==> config.mk <==
export PLATFORM = sky130hd
export DESIGN_NAME = axis_wr_arbiter_flat
export DESIGN_NICKNAME = d
export VERILOG_FILES = /design/src/rtl/axis_wr_arbiter_if.sv /design/src/rtl/axis_wr_arbiter.sv /design/src/flat_wrapper.sv
export SDC_FILE = /design/constraint.sdc
export NUM_CORES = 1
export LEC_CHECK = 0
export ABC_AREA = 1
export ABC_CLOCK_PERIOD_IN_PS = 2150
export CAP_MARGIN = 40
export CORE_ASPECT_RATIO = 0.75
export CORE_MARGIN = 2
export CORE_UTILIZATION = 32
export DETAILED_ROUTE_END_ITERATION = 6
export GPL_ROUTABILITY_DRIVEN = 1
export PLACE_DENSITY = 0.84
export SLEW_MARGIN = 0
export SYNTH_ARGS = -nofsm -noshare
export SYNTH_HDL_FRONTEND = slang
export SYNTH_SLANG_ARGS = --single-unit
==> constraint.sdc <==
create_clock -name wclk -period 2.15 [get_ports wclk]
set_clock_uncertainty 0.2 [all_clocks]
set_input_delay 0.3225 -clock wclk [delete_from_list [all_inputs] [get_ports wclk]]
set_output_delay 0.3225 -clock wclk [all_outputs]
set_load 0.03 [all_outputs]
==> src/rtl/axis_wr_arbiter_if.sv <==
`default_nettype none
// ============================================================================
// Module      : axis_wr_arbiter_if
// Description : Bundle of NUM_SRC AXI-Stream source channels, the shared FIFO
//               write channel and the arbiter status outputs.
// Revision    : 1.0 - initial release
// ============================================================================
interface axis_wr_arbiter_if #(
  parameter int DATA_WIDTH = 8,
  parameter int NUM_SRC    = 4
);
  localparam int SRC_W = $clog2(NUM_SRC);

  logic [NUM_SRC*DATA_WIDTH-1:0] s_tdata;
  logic [NUM_SRC-1:0]            s_tvalid;
  logic [NUM_SRC-1:0]            s_tlast;
  logic [NUM_SRC-1:0]            s_tready;
  logic [DATA_WIDTH-1:0]         m_tdata;
  logic                          m_tvalid;
  logic                          m_tlast;
  logic                          m_tready;
  logic                          grant_valid;
  logic [SRC_W-1:0]              grant_id;
  logic                          timeout_err;

  // Arbiter view: consumes the sources and FIFO ready, drives everything else.
  modport master (
    input  s_tdata, s_tvalid, s_tlast, m_tready,
    output s_tready, m_tdata, m_tvalid, m_tlast,
    output grant_valid, grant_id, timeout_err
  );

  // Environment view: the sources and the FIFO write port.
  modport slave (
    output s_tdata, s_tvalid, s_tlast, m_tready,
    input  s_tready, m_tdata, m_tvalid, m_tlast,
    input  grant_valid, grant_id, timeout_err
  );
endinterface
`default_nettype wire

==> src/rtl/axis_wr_arbiter.sv <==
`default_nettype none
// ============================================================================
// Module      : axis_wr_arbiter
// Description : Packet-level round-robin arbiter sharing the axis_fifo write
//               port among NUM_SRC sources; grant held until tlast.
//               Optional stall watchdog enabled by macro ARB_WATCHDOG_EN.
// Revision    : 1.0 - initial release
// ============================================================================
module axis_wr_arbiter #(
  parameter int DATA_WIDTH     = 8,
  parameter int NUM_SRC        = 4,
  parameter int TIMEOUT_CYCLES = 64
) (
  input  wire logic           wclk,
  input  wire logic           wrst_n,
  axis_wr_arbiter_if.master   bus
);

  localparam int SRC_W = $clog2(NUM_SRC);
  localparam int c_CW  = SRC_W + 1;
  localparam logic [SRC_W:0]   c_NSRC      = c_CW'(NUM_SRC);
  localparam logic [SRC_W-1:0] c_LAST_INIT = SRC_W'(NUM_SRC - 1);

  typedef enum logic [0:0] {
    ST_IDLE = 1'b0,
    ST_BUSY = 1'b1
  } state_t;

  state_t                r_state;
  state_t                w_state_nxt;
  logic [SRC_W-1:0]      r_grant_id;
  logic [SRC_W-1:0]      w_grant_id_nxt;
  logic [SRC_W-1:0]      r_last_grant;
  logic [SRC_W-1:0]      w_last_grant_nxt;
  logic [SRC_W-1:0]      w_winner;
  logic [SRC_W:0]        w_cand;
  logic                  w_any_req;
  logic                  w_busy;
  logic                  w_sel_valid;
  logic                  w_sel_last;
  logic [DATA_WIDTH-1:0] w_sel_data;
  logic                  w_beat;
  logic                  w_timeout;

  assign w_busy      = (r_state == ST_BUSY);
  assign w_sel_valid = bus.s_tvalid[r_grant_id];
  assign w_sel_last  = bus.s_tlast[r_grant_id];
  assign w_sel_data  = bus.s_tdata[r_grant_id*DATA_WIDTH +: DATA_WIDTH];
  assign w_beat      = w_busy && w_sel_valid && bus.m_tready;

  // Search last_grant+1, last_grant+2, ... wrapping at NUM_SRC (any count).
  always_comb begin
    w_any_req = 1'b0;
    w_winner  = r_last_grant;
    w_cand    = '0;
    for (int k = 1; k <= NUM_SRC; k++) begin
      w_cand = {1'b0, r_last_grant} + c_CW'(k);
      if (w_cand >= c_NSRC) begin
        w_cand = w_cand - c_NSRC;
      end
      if (!w_any_req && bus.s_tvalid[w_cand[SRC_W-1:0]]) begin
        w_any_req = 1'b1;
        w_winner  = w_cand[SRC_W-1:0];
      end
    end
  end

  always_comb begin
    w_state_nxt      = r_state;
    w_grant_id_nxt   = r_grant_id;
    w_last_grant_nxt = r_last_grant;
    case (r_state)
      ST_IDLE: begin
        if (w_any_req) begin
          w_state_nxt    = ST_BUSY;
          w_grant_id_nxt = w_winner;
        end
      end
      ST_BUSY: begin
        if ((w_beat && w_sel_last) || w_timeout) begin
          w_state_nxt      = ST_IDLE;
          w_last_grant_nxt = r_grant_id;
        end
      end
      default: w_state_nxt = ST_IDLE;
    endcase
  end

  always_ff @(posedge wclk or negedge wrst_n) begin
    if (!wrst_n) begin
      r_state      <= ST_IDLE;
      r_grant_id   <= '0;
      r_last_grant <= c_LAST_INIT;
    end else begin
      r_state      <= w_state_nxt;
      r_grant_id   <= w_grant_id_nxt;
      r_last_grant <= w_last_grant_nxt;
    end
  end

  // Outputs decode from the registered state so an async reset drops them at once.
  assign bus.m_tvalid    = w_busy && w_sel_valid;
  assign bus.m_tlast     = w_busy && w_sel_last;
  assign bus.m_tdata     = w_busy ? w_sel_data : '0;
  assign bus.grant_valid = w_busy;
  assign bus.grant_id    = r_grant_id;

  always_comb begin
    bus.s_tready = '0;
    if (w_busy) begin
      bus.s_tready[r_grant_id] = bus.m_tready;
    end
  end

`ifdef ARB_WATCHDOG_EN
  localparam int c_STALL_W = $clog2(TIMEOUT_CYCLES + 1);
  localparam logic [c_STALL_W-1:0] c_STALL_LIM = c_STALL_W'(TIMEOUT_CYCLES - 1);

  logic [c_STALL_W-1:0] r_stall;
  logic                 r_timeout_err;

  // Only cycles with the owner's tvalid low count; FIFO back-pressure is not a stall.
  assign w_timeout = w_busy && !w_sel_valid && (r_stall == c_STALL_LIM);

  always_ff @(posedge wclk or negedge wrst_n) begin
    if (!wrst_n) begin
      r_stall       <= '0;
      r_timeout_err <= 1'b0;
    end else begin
      r_timeout_err <= w_timeout;
      if (!w_busy || w_beat || w_timeout) begin
        r_stall <= '0;
      end else if (!w_sel_valid) begin
        r_stall <= r_stall + 1'b1;
      end
    end
  end

  assign bus.timeout_err = r_timeout_err;
`else
  assign w_timeout       = 1'b0;
  assign bus.timeout_err = 1'b0;
`endif

endmodule
`default_nettype wire

==> src/flat_wrapper.sv <==
// flat-port wrapper written by rule: the top's interface ports become plain ports
module axis_wr_arbiter_flat 
#(
  parameter int DATA_WIDTH     = 8,
  parameter int NUM_SRC        = 4,
  parameter int TIMEOUT_CYCLES = 64
)
  (wclk, wrst_n, bus_s_tdata, bus_s_tvalid, bus_s_tlast, bus_m_tready, bus_s_tready, bus_m_tdata, bus_m_tvalid, bus_m_tlast, bus_grant_valid, bus_grant_id, bus_timeout_err);
  axis_wr_arbiter_if #(.DATA_WIDTH(DATA_WIDTH), .NUM_SRC(NUM_SRC)) bus_i ();
  input  wire logic wclk;
  input  wire logic wrst_n;
  input wire logic [$bits(bus_i.s_tdata)-1:0] bus_s_tdata;
  input wire logic [$bits(bus_i.s_tvalid)-1:0] bus_s_tvalid;
  input wire logic [$bits(bus_i.s_tlast)-1:0] bus_s_tlast;
  input wire logic [$bits(bus_i.m_tready)-1:0] bus_m_tready;
  output wire logic [$bits(bus_i.s_tready)-1:0] bus_s_tready;
  output wire logic [$bits(bus_i.m_tdata)-1:0] bus_m_tdata;
  output wire logic [$bits(bus_i.m_tvalid)-1:0] bus_m_tvalid;
  output wire logic [$bits(bus_i.m_tlast)-1:0] bus_m_tlast;
  output wire logic [$bits(bus_i.grant_valid)-1:0] bus_grant_valid;
  output wire logic [$bits(bus_i.grant_id)-1:0] bus_grant_id;
  output wire logic [$bits(bus_i.timeout_err)-1:0] bus_timeout_err;
  assign bus_i.s_tdata = bus_s_tdata;
  assign bus_i.s_tvalid = bus_s_tvalid;
  assign bus_i.s_tlast = bus_s_tlast;
  assign bus_i.m_tready = bus_m_tready;
  assign bus_s_tready = bus_i.s_tready;
  assign bus_m_tdata = bus_i.m_tdata;
  assign bus_m_tvalid = bus_i.m_tvalid;
  assign bus_m_tlast = bus_i.m_tlast;
  assign bus_grant_valid = bus_i.grant_valid;
  assign bus_grant_id = bus_i.grant_id;
  assign bus_timeout_err = bus_i.timeout_err;
  axis_wr_arbiter #(.DATA_WIDTH(DATA_WIDTH), .NUM_SRC(NUM_SRC), .TIMEOUT_CYCLES(TIMEOUT_CYCLES)) u_core (.wclk(wclk), .wrst_n(wrst_n), .bus(bus_i));
endmodule
## After elaboration in Yosys (flattened, before gate mapping)

Index checks and enable logic that the tools add are counted.
Widths: inputs -> output; s select.

| word-level totals | value |
|---|---|
| word-level logic and storage cells | 68 |
| register bits after elaboration | 5 |
| input port bits | 43 |
| output and inout bits | 18 |

| operators by class | value |
|---|---|
| shift operators | 1 |
| $lt $le $gt $ge | 10 |
| bitwise operators | 2 |
| muxes and demuxes | 31 |
| $add $sub $neg | 8 |
| reductions and logical operators | 13 |

Operators by type and width:

| cell | number |
|---|---|
| $shiftx 32x6->8 | 1 |
| $mux 2 | 8 |
| $lt 2x3->1 const B | 5 |
| $mux 1 | 13 |
| $bmux 1 s2 | 6 |
| $ge 3x3->1 const B | 4 |
| $logic_and 1x1->1 | 8 |
| $mux 8 | 1 |
| $sub 2x1->2 const B | 4 |
| $add 2x2->3 const B | 2 |
| $and 4x4->4 | 1 |
| $mux 4 | 1 |
| $reduce_and 2->1 | 2 |
| $add 2x1->3 const B | 1 |
| $add 2x3->3 const B | 1 |
| $logic_not 1->1 | 3 |
| $demux 1 s2 | 1 |
| $ge 2x1->1 const B | 1 |
| $pmux 1 s2 | 1 |
| $not 1->1 | 1 |

## Depth between registers and ports, before layout

Gate-level depths: netlist of run 1.

| logic depth | value |
|---|---|
| depth in word-level cells | 17 |
| gate-level depth with buffers | 13 |
| mapped depth without buffers | 12 |

## Worst setup path before layout of run 1

Ideal clock, no wire load.

| timing | value |
|---|---|
| path kind | reg-to-output |
| start | register u_core.r_grant_id[0], in the netlist u_core.bus.grant_id[0] |
| end | output port bus_m_tdata[0] |
| buffers on the path | 2 |
| data arrival time | 1.615 ns |
| data required time | 1.627 ns |
| setup slack | 0.013 ns |
| cell stages (with the launch flop) | 7 |
| cell sequence | dfrtp_1 -> buf_6 -> inv_2 -> nor2_1 -> buf_2 -> a22oi_1 -> a31oi_1 |

| on the way | value |
|---|---|
| word-level cells in the longest chain between the ends | 2 |

RTL lines:

| what | line | source |
|---|---|---|
| from (decl) | axis_wr_arbiter.sv:31 | `logic [SRC_W-1:0] r_grant_id;` |
| from (signal assigned) | axis_wr_arbiter.sv:96 | `r_grant_id <= w_grant_id_nxt;` |
| $shiftx 32x6->8 | axis_wr_arbiter.sv:48 | `assign w_sel_data = bus.s_tdata[r_grant_id*DATA_WIDTH +: DATA_WIDTH];` |
| $mux 8 | axis_wr_arbiter.sv:104 | `assign bus.m_tdata = w_busy ? w_sel_data : '0;` |
| to (decl) | flat_wrapper.sv:17 | `output wire logic [$bits(bus_i.m_tdata)-1:0] bus_m_tdata;` |

No other way between the ends.

## Worst setup path after layout of run 1

| timing | value |
|---|---|
| start | register u_core.r_grant_id[1], in the netlist u_core.bus.grant_id[1] |
| end | output port bus_m_tdata[4] |

Same word-level chain as after synthesis.

==> metrics.cfg, run 1 <==
[power]
vdd_drop_max_uv=537
p_leak_nw=0.613
powerDensity_nw_per_um2=1390

[sta]
finalSetupViolations=0
hold_viol_final=0
fin_ws_ns=0.126
drv_slew=0
period_share=0.941
period_needed_ns=2.02
fmax_mhz=494

[logic_synthesis]
synth_top_area_cell=nand2_1
syn_area_um2=727
ys_top_cells_by_count=nand2_1 (65), a31oi_1 (9), inv_1 (9), a22oi_1 (8)
synth_cell_types=24
ys_ff_latch=5
synth_edf_count=0
ys_warn_count=0
synthFlopType=dfrtp_1
synth.area.top_cells=nand2_1 (34%), dfrtp_1 (10%), a22oi_1 (8.3%)
yosysMostFrequentCell=nand2_1
syn_area_per_cell_um2=5.51
syn_inst=132
yosysTopAreaCellShare=0.336
async_flop_share=1.00
ys_seq_area_frac=0.176
synth.net_count=175

[global_route]
grt_max_degree=12
track_usage=0.206
grt_overflow_total=0
grt_pass1_vias=942
antenna_found_initial=0
grt_pass1_wl_mm=4.11

[cts]
ctsHoldBuffers=0
cts_tree=built
cts.sinks=5
worst_setup_hold_path_clk_slew_ns=0.05
clk_path_buf_depth=2
htreeDepth=1
numCtsBuffers=3
root_buffer=clkbuf_4
clk_latency_ns=0.25

[floorplanning]
io_pins=61
die_y_um=45.3
core_region_area_um2=2070
initial_core_util=0.352
rows=14
die_w_um=59.0
dieArea_um2=2670

[min_path]
hold_class=input port to async pin

[setup_path]
crit_arrival_ns=1.50
endpoint_kind=primary output
r2r_slack_ns=0.35
cp_max_fo=10
start_kind=flop
rr_worst_depth=11
worstSetupPathType=flop to primary output
reg2reg_from=u_core.r_last_grant[0]$_DFFE_PN1P_
critPathRequiredTime_ns=1.63
reg2reg_to=u_core.bus.grant_id[0]$_DFFE_PN0P_

[layout]
final_nets=235
antenna_cells=0
post_route_cells_drive_above_1_share=0.173
area_delta_synth_final_pct=82.1
instances_no_fill=215

[routing]
vias_per_cell=4.98
wirelength_mm=2.79
drtAntennaViolNets=0
wire_per_inst_um=13.0
drtPass1Iterations=5
drc=0
vias=1071
drt_iter0_markers=68

[run_status]
status=finished clean

[placed_design]
dpl.hpwl_mm=2.27
place_inst=210
place_congestion=0.819
pre_cts_slack_ns=0.198
io_buffers=59

[job]
cap_violations=0

-- final cells by class --
| cell class | instances | area [um2] |
|---|---|---|
| clock buffer | 4 | 26.3 |
| fill | 204 | 743 |
| inverter | 14 | 55.1 |
| multi-input combinational | 107 | 512 |
| sequential | 5 | 130 |
| tap | 24 | 30.0 |
| timing repair buffer | 61 | 571 |
-- power by group --
group / internal, mW / total, mW / switching (mW) / leakage, nW
clock network: 0.0705 / 0.114 / 0.0436 / 0.0150
registers: 0.152 / 0.257 / 0.105 / 0.0534
logic: 0.557 / 1.47 / 0.911 / 0.544
total: 0.779 / 1.84 / 1.06 / 0.613
-- routing by layer --
layer | wire [um] | part of all wire | GRT usage | vias up
met2 | 1430 | 0.51 | 0.356 | 33
met4 | 11 | 0.0039 | 0.0500 | 0
met1 | 1230 | 0.44 | 0.262 | 488
met5 | 0 | 0 | 0 | -
li1 | - | - | - | 548
met3 | 123 | 0.044 | 0.0458 | 2
-- worst max-delay path, stage by stage (launching register included) --
cell	delay [ns]
dfrtp_2	0.45
inv_2	0.08
nor2_4	0.22
nand2_1	0.09
a31oi_1	0.21
buf_4	0.19
-- kinds of logic (layout without fill, tap and decap cells) --
group | after synthesis | count (layout) | synth area share
flops | 5 | 5 | 0.176
other cells | 1 | 1 | 0.00516
buf+inv | 20 | 79 | 0.127
compound gates | 24 | 24 | 0.225
simple gates | 82 | 82 | 0.466
-- repair_timing --
item	4_1_cts	5_1_grt
setup endpoints to repair	10	10
resized for setup	1	3
endpoints found under the hold margin	0	0
setup buffers	0	1
-- metrics by stage --
| stage | total power, mW | hold WS (ns) | TNS, ns | cell area, um2 | util |
|---|---|---|---|---|---|
| 2_1_floorplan | 1.21 | -0.173 | 0 | 727 | - |
| 3_3_place_gp | 1.66 | 0.328 | 0 | 1280 | 0.619 |
| 3_5_place_dp | 1.69 | 0.335 | 0 | 1280 | 0.619 |
| 4_1_cts | 1.82 | 0.0802 | 0 | 1310 | 0.634 |
| 5_1_grt | 1.98 | 0.0892 | -0.000289 | 1320 | 0.640 |
| 6_report | 1.84 | 0.0819 | 0 | 1320 | 0.640 |
-- cells in the final DEF, fill, tap and decap left out, drive strengths merged --
master and n:
a21oi 1, a22oi 9, a31oi 9, buf 16, clkbuf 4, clkdlybuf4s50 45, conb 1, dfrtp 3
dfstp 2, inv 14, nand2 66, nand3 5, nand4 1, nor2 8, nor3 2, o211ai 2
o21ai 3
-- sequential cells by signal, summed over array words and instances, names as in the netlist --
register                cells
u_core.bus.grant_valid      1
u_core.bus.grant_id         2
u_core.r_last_grant         2
-- worst max path at each step --
stage / startpoint / end / cells after the start
detailed placement: bus_m_tready / bus_s_tready[0] / 4
global route: u_core.bus.grant_id[1]$_DFFE_PN0P_ / bus_m_tvalid / 7
CTS: u_core.bus.grant_id[0]$_DFFE_PN0P_ / bus_m_tvalid / 7
floorplan: u_core.bus.grant_id[0]$_DFFE_PN0P_ / bus_m_tdata[0] / 6
global placement: u_core.bus.grant_id[0]$_DFFE_PN0P_ / bus_m_tvalid / 6
finish: u_core.bus.grant_id[1]$_DFFE_PN0P_ / bus_m_tdata[4] / 5
Power figures use the tool's default switching activity.
==> run 2, diff against run 1 <==
Settings changed: CORE_ASPECT_RATIO 0.75 to default.
==> run 2 against run 1 <==
Net effect:
- critical path depth up 2
- largest cell class unchanged
- non-clock buffer count did not move
- highest routed layer unchanged
- critical endpoint is now bus_m_tvalid
- global-route usage down 1.7 points
- sequential share of layout area is 0.092 points lower
- largest power group unchanged
- combinational power hardly changed
- register-to-register slack is essentially flat
- critical path type unchanged
- first-iteration DRC count fell by 57%
==> metrics.cfg, run 2 (synthesized netlist as in run 1, its figures left out) <==
[layout]
layout_commonest_cell=nand2_1
antenna_cells=0  ; unchanged
instances_no_fill=219  ; +1.9%
area_delta_synth_final_pct=83.8
final_nets=235  ; unchanged
layout_common_cells=nand2_1 (65), clkdlybuf4s50_1 (45), buf_4 (15), inv_1 (9), a31oi_1 (9)
fin_util=0.616  ; -0.0245
fillers=216  ; +5.9%
post_route_cells_drive_above_1_share=0.183  ; +0.0105

[sta]
fmax_mhz=484  ; -2.1%
hold_viol_final=0  ; unchanged
drv_slew=0  ; unchanged
finalSetupViolations=0  ; unchanged
period_share=0.961  ; +0.0200
period_needed_ns=2.07  ; +0.0430 ns
tns_ns=0  ; unchanged

[setup_path]
worstSetupPathType=flop to primary output
reg2reg_from=u_core.r_last_grant[0]$_DFFE_PN1P_
max_stage_delay_ns=0.48  ; +0.03 ns
critPathRequiredTime_ns=1.63  ; about the same
rr_worst_depth=11  ; unchanged
endpoint_kind=primary output
crit_top_cell=inv_2
crit_arrival_ns=1.54  ; +0.04 ns
r2r_slack_ns=0.35  ; about the same
crit_path_cell_trace=inv_2 > nor2_4 > nand2_1 > nand4_1 > inv_2 > nor2_1 > buf_4
start_kind=flop
slowest_stage=dfrtp_2
crit_path_start=u_core.bus.grant_id[1]$_DFFE_PN0P_
cp_max_fo=10  ; unchanged
reg2reg_to=u_core.bus.grant_id[0]$_DFFE_PN0P_

[floorplanning]
die_y_um=51.7  ; +14%
dieArea_um2=2670  ; -0.15%
core_region_area_um2=2170  ; +5.0%
initial_core_util=0.335  ; -0.0166
die_w_um=51.7  ; -12%
io_pins=61  ; unchanged
rows=17  ; +3

[power]
vdd_drop_max_uv=687  ; +28%
p_leak_nw=0.616  ; +0.59%
powerDensity_nw_per_um2=1380  ; -0.54%

[cts]
cts.sinks=5  ; unchanged
ctsHoldBuffers=0  ; unchanged
cts_tree=built
htreeDepth=1  ; unchanged
clk_path_buf_depth=2  ; unchanged
worst_setup_hold_path_clk_slew_ns=0.06  ; about the same
root_buffer=clkbuf_4
clk_latency_ns=0.25  ; about the same
numCtsBuffers=3  ; unchanged

[placed_design]
place_congestion=0.823  ; +0.49%
dpl.hpwl_mm=2.09  ; -8.2%
place_inst=214  ; +1.9%
io_buffers=59  ; unchanged

[routing]
vias=1097  ; +2.4%
vias_per_cell=5.01  ; +0.56%
drt_iter0_markers=29  ; -57%
drtPass1Iterations=4  ; -1
wirelength_mm=2.53  ; -9.6%
wire_per_inst_um=11.5  ; -11%
drtAntennaViolNets=0  ; unchanged
drc=0  ; unchanged

[global_route]
grt_max_degree=12  ; unchanged
antenna_found_initial=0  ; unchanged
track_usage=0.189  ; -0.0167
grt_pass1_wl_mm=3.84  ; -6.6%
grt_pass1_vias=1012  ; +7.4%
grt_overflow_total=0  ; unchanged

[min_path]
hold_class=input port to async pin

[run_status]
status=finished clean

[job]
cap_violations=0  ; unchanged

run 2: through the flow:
step           hold slack [ns]  area, um2  power [mW]  setup WS, ns
2_1_floorplan           -0.173        727        1.21        0.0129
3_3_place_gp             0.323       1280        1.65         0.256
3_5_place_dp             0.340       1280        1.68         0.227
4_1_cts                 0.0919       1320        1.82        0.0454
5_1_grt                 0.0990       1340        1.99      -0.00397
6_report                0.0937       1340        1.85        0.0830
run 2: worst max path at each step:
stage                     depth (start not counted)  slack (ns)              to
after floorplan                                   6        0.01  bus_m_tdata[0]
after global placement                            6        0.26    bus_m_tvalid
after detailed placement                          6        0.23    bus_m_tvalid
after CTS                                         6        0.05  bus_m_tdata[3]
after global routing                              7      -0.004    bus_m_tvalid
final                                             7        0.08    bus_m_tvalid
run 2: cell type report:
cell class                      count  area (um2)  area share
Multi-Input combinational cell    107         514       0.385
Clock buffer                        3        22.5      0.0169
Sequential cell                     5         130      0.0974
Timing Repair Buffer               61         574       0.430
Clock inverter                      1        5.00     0.00375
Inverter                           14        55.1      0.0412
Tap cell                           28        35.0      0.0262
run 2: what timing repair did:
item                                    CTS  global route
gates resized for setup                   3             3
endpoints found under the setup margin    9             9
cloned                                    0             0
hold endpoints to repair                  0             0
buffers inserted                          0             1
run 2: power breakdown:
part | internal (mW) | switching (mW) | leakage (nW)
Combinational | 0.564 | 0.909 | 0.545
Clock | 0.0678 | 0.0473 | 0.0177
Sequential | 0.151 | 0.106 | 0.0534
run 2: critical path, delay by kind of cell (launching register included):
kind / cells / cell delay (ns)
buffers and inverters: 3 / 0.32
AND/OR/NAND/NOR: 4 / 0.50
flip-flops: 1 / 0.48
run 2: per-layer routing:
metal  GRT usage  vias to the layer above  part of all wire
met5           0                        -                 0
met4      0.0702                        0            0.0091
met3      0.0661                        4             0.083
met2       0.335                       55              0.52
met1       0.205                      488              0.39
li1            -                      550                 -
==> edit (settings of run 1) <==
`DATA_WIDTH` is set to 8 in 3 places; all go to 9.
--- a/src/rtl/axis_wr_arbiter_if.sv
+++ b/src/rtl/axis_wr_arbiter_if.sv
@@ -8,3 +8,3 @@
 interface axis_wr_arbiter_if #(
-  parameter int DATA_WIDTH = 8,
+  parameter int DATA_WIDTH = 9,
   parameter int NUM_SRC    = 4
--- a/src/rtl/axis_wr_arbiter.sv
+++ b/src/rtl/axis_wr_arbiter.sv
@@ -9,3 +9,3 @@
 module axis_wr_arbiter #(
-  parameter int DATA_WIDTH     = 8,
+  parameter int DATA_WIDTH     = 9,
   parameter int NUM_SRC        = 4,
--- a/src/flat_wrapper.sv
+++ b/src/flat_wrapper.sv
@@ -3,3 +3,3 @@
 #(
-  parameter int DATA_WIDTH     = 8,
+  parameter int DATA_WIDTH     = 9,
   parameter int NUM_SRC        = 4,
Interface: changed (resized bus_m_tdata and bus_s_tdata); port bits go from 61 to 66. No check against the original RTL was run, so the function may have changed too.
==> edit against run 1 <==
Die area increased by 5.7%; maximum frequency shrank 1.6%; critical path type unchanged; largest power group unchanged; setup slack got worse by 0.033 ns; total power increased by 7.7%; synthesized area is 6.2% higher; sequential cell count did not move; routed wire length is 9.1% higher; largest cell class unchanged; cell count is 7.4% higher; cell area grew 7.5%.
==> edit: results (changes against run 1) <==
Final layout:
- The proportion of layout cells with a drive suffix above 1 came to 0.198 (was 0.173).
- The number of fill cells in the layout was 222 (was 204).
- The number of nets in the layout is 245 (was 235).
- The final standard cell count with taps included and fillers excluded is 231 (was 215).

Min path:
- The type of the worst min-delay path is in -> async (unchanged).

Clock network:
- The clock-pin slew on the worst setup and hold paths is around 0.04 ns.

GRT:
- The largest net degree at the start of global routing is 13 (was 12).
- The via count of the first global-routing pass is 961 (was 942).
- The first-pass GRT wire length was 4330 um (was 4110 um).
- The global-route usage over all layers is 0.204 (was 0.206).

Power:
- The worst voltage drop across the vdd grid is 0.810 mV (was 0.537 mV).
- The internal power summed over all cells is 835 uW (was 779 uW).
- The standby leakage power is 0.665 nW (was 0.613 nW).

Logic synthesis:
- Leading post-synthesis cells by cell area: nand2_1, a22oi_1, a21oi_1 (was nand2_1, dfrtp_1, a22oi_1).
- The count of different cell masters after synthesis was 22 (was 24).
- The post-synth net total is 180 (was 175).
- Most numerous cell types in the synthesized netlist: nand2_1, a22oi_1, a21oi_1, nor2_1, inv_1 (was nand2_1, a31oi_1, inv_1, a22oi_1).
- The instance count of the mapped netlist was 133 (was 132).
- The share of synthesized area occupied by flip-flops and latches is 0.165 (was 0.176).
- The most repeated cell in the gate-level netlist after synthesis is nand2_1 (unchanged).

Placement:
- The number of buffer cells added on primary ports is 64 (was 59).
- The detailed placement HPWL came to 2470 um (was 2270 um).
- The cell total after placement is 227 (was 210).
- The global placement routability congestion came to 0.910 (was 0.819).

Critical path:
- The worst-path maximum fanout came to 12 (was 10).
- The data arrival time of the critical path is 1.53 ns (was 1.50 ns).
- The cell at the slowest stage of the critical path is dfrtp_1 (was dfrtp_2).
- The family with the most delay on the worst path was buffers and inverters (was flip-flops).

Detailed routing:
- The number of vias in the routed layout is 1134 (was 1071).
- The length of the first detailed-routing pass in iterations is 4 (was 5).
- The number of DRC markers after the initial detailed-route iteration came to 103 (was 68).

Outcome:
- Result of the run: complete, no violations (unchanged).
## edit: cell types whose count changed after synthesis, sizes merged, moves of 2 or more
cell   before  now
nand2      66   49
a21oi       1   15
a22oi       9   19
a31oi       9    0
nor2        8   11
nand3       5    7
nor3        2    0
## edit: layout make-up
cell class | instances | area, um2 | area share
tap | 34 | 42.5 | 0.0299
clock buffer | 4 | 26.3 | 0.0185
sequential | 5 | 128 | 0.0897
inverter | 15 | 60.1 | 0.0422
multi-input combinational | 107 | 548 | 0.385
timing repair buffer | 66 | 618 | 0.434
## edit: worst paths after layout
| kind | slack [ns] | start | cells after the start | to |
|---|---|---|---|---|
| max in group asynchronous | 1.41 | wrst_n | 1 | u_core.r_last_grant[0]$_DFFE_PN1P_ |
| setup reg to reg | 0.39 | u_core.r_last_grant[0]$_DFFE_PN1P_ | 8 | u_core.bus.grant_id[0]$_DFFE_PN0P_ |
| min in group wclk | 0.36 | u_core.r_last_grant[1]$_DFFE_PN1P_ | 2 | u_core.r_last_grant[1]$_DFFE_PN1P_ |
| hold / removal | 0.09 | wrst_n | 1 | u_core.bus.grant_valid$_DFF_PN0_ |
| setup / recovery | 0.09 | u_core.bus.grant_id[1]$_DFFE_PN0P_ | 6 | bus_m_tlast |
| hold reg to reg | 0.36 | u_core.r_last_grant[1]$_DFFE_PN1P_ | 2 | u_core.r_last_grant[1]$_DFFE_PN1P_ |
## edit: kinds of logic after synthesis
| kind of cell | share of synthesized area |
|---|---|
| flops | 0.165 |
| simple gates | 0.370 |
| other cells | 0.00486 |
| compound gates | 0.332 |
| buf+inv | 0.128 |
## edit: stage by stage
step	utilization	worst slack (ns)	instance area (um2)	total power [mW]
global placement	0.608	0.230	1390	1.83
finish	0.621	0.0930	1420	1.98
global route	0.621	0.00157	1420	2.13
floorplan	-	0.0532	772	1.31
detailed placement	0.608	0.205	1390	1.86
CTS	0.620	0.0729	1420	1.98
## edit: power by group through the flow
| stage | Combinational (mW) | Clock, mW | Sequential [mW] |
|---|---|---|---|
| 2_1_floorplan | 1.08 | 0 | 0.238 |
| 3_3_place_gp | 1.59 | 0 | 0.235 |
| 3_5_place_dp | 1.61 | 0 | 0.243 |
| 4_1_cts | 1.62 | 0.113 | 0.242 |
| 5_1_grt | 1.76 | 0.120 | 0.254 |
| 6_report | 1.62 | 0.109 | 0.246 |
## edit: routing by layer
layer	routed length (um)	GRT usage
met3	178	0.0478
met2	1510	0.320
met5	0	0
met1	1320	0.280
met4	35	0.0565
## edit: what timing repair did
item,4_1_cts,5_1_grt
hold endpoints to repair,0,0
setup buffers,0,0
resized for setup,1,1
setup endpoints to repair,9,8
